--- src/rtl/xbar_prio_sched.sv ---
// Starvation-aware priority scheduler for a TCDM crossbar with external arbiter priority.
// Ages losing masters and steers each target's round-robin pointer toward its oldest loser.
module xbar_prio_sched #(
  parameter int unsigned NumIn        = 4,
  parameter int unsigned NumOut       = 4,
  parameter int unsigned CntWidth     = 4,
  parameter int unsigned StarveThresh = 8,
  localparam int unsigned AddW = (NumOut > 1) ? $clog2(NumOut) : 1,
  localparam int unsigned RrW  = (NumIn > 1) ? $clog2(NumIn) : 1
) (
  input  logic                             clk_i,
  input  logic                             rst_i,
  input  logic [NumIn-1:0]                 req_i,
  input  logic [NumIn-1:0][AddW-1:0]       add_i,
  input  logic [NumIn-1:0]                 gnt_i,
  output logic [NumOut-1:0][RrW-1:0]       rr_o,
  output logic [NumIn-1:0]                 starve_o
);

  localparam logic [CntWidth-1:0] CntMax = {CntWidth{1'b1}};
  localparam logic [CntWidth-1:0] Thresh = CntWidth'(StarveThresh);

  logic [NumIn-1:0][CntWidth-1:0] wait_q, wait_d;
  logic [NumIn-1:0]               starve_q, starve_d;

  // Saturating per-master wait counters; any grant or idle cycle clears them.
  always_comb begin : wait_next
    wait_d   = '0;
    starve_d = '0;
    for (int unsigned j = 0; j < NumIn; j++) begin
      if (req_i[j] && !gnt_i[j]) begin
        wait_d[j] = (wait_q[j] == CntMax) ? CntMax : wait_q[j] + CntWidth'(1);
      end
      starve_d[j] = (wait_d[j] >= Thresh);
    end
  end

  always_ff @(posedge clk_i) begin : wait_reg
    if (rst_i) begin
      wait_q   <= '0;
      starve_q <= '0;
    end else begin
      wait_q   <= wait_d;
      starve_q <= starve_d;
    end
  end

  assign starve_o = starve_q;

  if (NumIn > 1) begin : g_rr
    logic [NumOut-1:0][RrW-1:0] rr_q, rr_d;

    // Per target: oldest loser wins (cyclic tie-break from the current pointer),
    // otherwise advance past the highest granted master, otherwise hold.
    always_comb begin : rr_next
      logic                found;
      logic                gnt_seen;
      logic [CntWidth-1:0] best_w;
      int unsigned         best_j;
      int unsigned         best_pos;
      int unsigned         pos;
      int unsigned         last_g;
      rr_d = rr_q;
      for (int unsigned k = 0; k < NumOut; k++) begin
        found    = 1'b0;
        gnt_seen = 1'b0;
        best_w   = '0;
        best_j   = 0;
        best_pos = 0;
        pos      = 0;
        last_g   = 0;
        for (int unsigned j = 0; j < NumIn; j++) begin
          if (req_i[j] && (add_i[j] == AddW'(k))) begin
            if (gnt_i[j]) begin
              gnt_seen = 1'b1;
              last_g   = j;
            end else begin
              pos = (j >= 32'(rr_q[k])) ? j - 32'(rr_q[k]) : j + NumIn - 32'(rr_q[k]);
              if (!found || (wait_d[j] > best_w) ||
                  ((wait_d[j] == best_w) && (pos < best_pos))) begin
                found    = 1'b1;
                best_j   = j;
                best_w   = wait_d[j];
                best_pos = pos;
              end
            end
          end
        end
        if (found) begin
          rr_d[k] = RrW'(best_j);
        end else if (gnt_seen) begin
          rr_d[k] = (last_g == NumIn - 1) ? '0 : RrW'(last_g + 1);
        end
      end
    end

    always_ff @(posedge clk_i) begin : rr_reg
      if (rst_i) begin
        rr_q <= '0;
      end else begin
        rr_q <= rr_d;
      end
    end

    assign rr_o = rr_q;
  end else begin : g_rr_tie
    assign rr_o = '0;
  end

endmodule
--- config.mk ---
export PLATFORM = sky130hd
export DESIGN_NAME = xbar_prio_sched
export DESIGN_NICKNAME = d
export VERILOG_FILES = /design/src/rtl/xbar_prio_sched.sv
export SDC_FILE = /design/constraint.sdc
export NUM_CORES = 1
export LEC_CHECK = 0
export ABC_AREA = 1
export CORE_MARGIN = 2
export CORE_UTILIZATION = 45
export DETAILED_ROUTE_END_ITERATION = 8
export MAX_ROUTING_LAYER = met4
export PLACE_DENSITY_LB_ADDON = 0.2
export SYNTH_ARGS = -nofsm -noshare
export SYNTH_HDL_FRONTEND = slang
export SYNTH_SLANG_ARGS = --single-unit
--- constraint.sdc ---
create_clock -name clk_i -period 6.3 [get_ports clk_i]
set_input_delay 0.945 -clock clk_i [delete_from_list [all_inputs] [get_ports clk_i]]
set_output_delay 0.945 -clock clk_i [all_outputs]
set_load 0.005 [all_outputs]
# Word level (Yosys, flattened, before mapping)
# Cells that the tools add are included.
# totals
regBits	28
inputBits	18
# op_classes
muxes	220
order_cmp	40
eq_ne	32
add_sub_neg	36
n_reduce_logical	80
# op_table
op	count
2-to-1 mux 32 bit	62
< comparator 32 bit	12
2-to-1 mux 4 bit	37
== test 32 x 2 -> 1 bit, second input constant	4
2-to-1 mux 1 bit	85
2-to-1 mux 2 bit	36
== test 4 bit	12
greater-than comparator 4 bit	12
subtractor 3 x 2 -> 4 bit, first input constant	12
logical AND 1 bit	32
logical OR 1 bit	24
subtractor 1 x 2 -> 3 bit, first input constant	8
subtractor 2 x 2 -> 3 bit, first input constant	8
adder 4 x 1 -> 4 bit, second input constant	4
== test 2 bit, second input constant	8
== test 4 bit, second input constant	4
greater-or-equal comparator 1 x 2 -> 1 bit, first input constant	8
greater-or-equal comparator 4 bit, second input constant	4
zero test 1 bit	16
adder 2 x 1 -> 2 bit, second input constant	4
== test 2 x 1 -> 1 bit, second input constant	4
greater-or-equal comparator 2 bit, first input constant	4
zero test 2 bit	4
nonzero test 2 bit	4

# Logic depth before layout (Yosys ltp)
# logic_depth
depth_word	24
depth_mapped	42
mapped_depth_nobuf	41

# Worst setup path before layout
# Ideal clock, no wire load.
# synth_timing
kind	input to register
from	input gnt_i[1]
to	register g_rr.rr_q, in the netlist rr_o[4]
path_slack_ns	1.443
arrival_ns	4.737
path_buffers	2
setup_ns	0.119
path_stages	30
path_cell_list	buf_2 nor2_1 nand2_1 nor2_1 ha_1 a21oi_1 o21ai_0 nand2_1 nand3_1 nand2_1 nand2_1 o21ai_0 ha_1 inv_1 nor2_1 o21ai_0 nand2_1 a21oi_1 nand2_1 nand2_1 clkbuf_1 o21ai_0 ha_1 a21oi_1 o21ai_0 a21o_1 inv_1 nand2_1 nand2_1 a21oi_1
# synth_rtl
item	line	rtl
start, declared	15	input logic [NumIn-1:0] gnt_i,
end signal, assigned	101	rr_q <= rr_d;
end, declared	51	logic [NumOut-1:0][RrW-1:0] rr_q, rr_d;

==> impl_metrics.ini <==
[clock_tree]
cts_root_buf = clkbuf_8
clk-insertion-delay-late_ps = 300
post_cts_buffers = 0
path_clk_slew_ps = 140
clock-sinks = 28
htree_levels = 1
clockBufferDepth = 2
tritoncts = built
cts_buffers = 3

[synthesis]
ys_warn_count = 0
synthCells = 701
syn_area_um2 = 4220
synth_nets = 803
post-synth-top-area-cell = ha_1
avgSynthCellArea_um2 = 6.03
ys_top_cells_by_count = nand2_1, inv_1, ha_1
synth-edff-count = 0
yosysSeqAreaShare_pct = 13.3
yosysMostFrequentCell = nand2_1
synth.distinct_cells = 35
netlist_top_cells_area = ha_1, nand2_1, dfxtp_1, inv_1, o21ai_0
ys_seq_elements = 28
synthArstFlopShare_pct = 0
ys.flop_type = dfxtp_1
synth_top_area_share_pct = 24.9

[sta]
rsz0062_at_grt = false
min_period_over_period_pct = 88.7
final-max-slew-violation-count = 0
holdWs_ps = 528
worst_slew_pin_slew_ps = 998
fmax_ghz = 0.179
finalSetupTns_ps = 0
slew_headroom_pct = 33.1
fin_skew_ps = 15.1
finalSetupViolations = 0
min_period_ps = 5590
hold_violations = 0

[global_route]
grt_pass1_wl_mm = 20.1
antenna_found_initial = 0
grt_usage_pct = 25.4
overflow = 0
grt_max_degree = 20
grt_pass1_vias = 4389

[critical_path]
start_kind = input pin
crit_family = compound AO/OA/AOI/OAI gates
crit_buf_inv = 5
max_stage_delay_ps = 530
cp.arrival_ps = 5820
cp_max_fo = 15
slowest_stage = clkdlybuf4s50_1
critPathCaptureType = flip-flop
cpMostUsedCell = nand2_1
worstPathRequired_ps = 6530
critPathKind = in2reg
r2r_setup_slack_ps = 1430

[power]
leakage_uw = 0.00263
p_sw_share_pct = 37.8
p_per_area_nw_per_um2 = 120
max-vdd-ir-drop_v = 0.0000934
p_seq_share_pct = 34.3
combPwrFrac_pct = 37.3
intPower_uw = 356
switching_power_uw = 217
clkPwrFrac_pct = 28.3

[floorplanning]
num_rows = 35
initial_core_util_pct = 46.2
core-area_um2 = 9150
dieArea_um2 = 10200
ios = 30
die_h_um = 101
die_x_um = 101

[routing]
vias_per_cell = 5.47
drtIter0Drc = 226
drt_pass1_iterations = 6
ant_nets = 0
wl_per_cell_um = 14.2
wl_mm = 12.0
drc = 0
num_vias = 4621

[place]
routabilityCongestion = 0.968
dp_hpwl_mm = 9.72
portBuffers = 29
placed_area_um2 = 4680

[layout]
stdcell_area_um2 = 4750
layout.nets = 837
drive_above_1_share_pct = 5.18
syn2layout_area_growth_pct = 12.6
antennaDiodeCount = 0
fillers = 910

[run_status]
outcome = complete, no violations

[min_path]
hold_path.class = reg2reg

[run]
cap_violations = 0
power by group through the flow:
| stage | clock, uW | sequential [uW] | combinational [uW] |
|---|---|---|---|
| finish | 162 | 197 | 214 |
| global route | 166 | 198 | 250 |
| CTS | 160 | 197 | 213 |
| detailed placement | 0 | 201 | 211 |
| global placement | 0 | 200 | 207 |
| floorplan | 0 | 198 | 145 |
layer usage:
layer | wire length, um | global-route usage [%] | share of wire, %
met3 | 592 | 3.54 | 4.9
met2 | 5530 | 42.8 | 46
met4 | 500 | 11.0 | 4.2
met1 | 5370 | 30.1 | 45
met5 | 0 | - | 0
cells by family (layout without fill, tap and decap cells):
kind of cell / count (synthesis) / after routing / share of synthesized area, %
and+or+nand+nor: 340 / 340 / 34.8
AOI/OAI and AO/OA: 126 / 126 / 15.9
buffers and inverters: 122 / 155 / 10.9
adders and majority gates: 84 / 84 / 24.9
DFF: 28 / 28 / 13.3
xor gates and xnor gates: 1 / 1 / 0.207
stage by stage:
stage | power (uW) | cells | util (%) | worst slack (ps)
floorplan | 342 | 701 | - | 1440
global placement | 407 | 841 | 51.2 | 426
detailed placement | 412 | 841 | 51.2 | 395
CTS | 569 | 845 | 51.9 | 697
global route | 614 | 845 | 51.9 | 39.0
finish | 572 | 845 | 51.9 | 710
final timing paths:
path,start,endpoint,cells past startpoint
max,req_i[1],rr_o[7],30
min,wait_q[15],wait_q[14],2
max reg2reg,rr_o[0],rr_o[0],31
min reg2reg,wait_q[15],wait_q[14],2
tightest hold or removal path, delay by kind of cell (launching register included):
family / cells / cell delay [ps]
AOI/OAI and AO/OA: 1 / 70
buffers and inverters: 1 / 80
DFF: 1 / 350
final cells by class:
type / count / area [um^2] / area share (%)
flip-flops and latches: 28 / 561 / 11.8
well taps: 111 / 139 / 2.92
clock buffers: 3 / 41.3 / 0.868
multi-input cells: 551 / 3200 / 67.3
repair buffers: 38 / 358 / 7.53
clock inverters: 1 / 30.0 / 0.632
inverters: 113 / 424 / 8.92
sequential cells by signal (all words and copies together), names as in the netlist:
register  flops
rr_o          8
starve_o      4
wait_q       16
cells in the final DEF, fill, tap and decap left out, types with 9 or more instances in the layout:
cell type,n
buf_4,9
dfxtp_1,28
o21ai_0,69
a21oi_1,35
inv_1,107
nand3_1,23
nor3_1,20
clkdlybuf4s50_1,29
nand4_1,11
nor2_1,67
ha_1,84
nand2_1,191
timing repair:
item | in CTS | in global routing
setup endpoints to repair | 0 | 2
endpoints found under the hold margin | 0 | 0
hold buffers | 0 | 0
resized for setup | 0 | 1
Power figures use the tool's default switching activity.
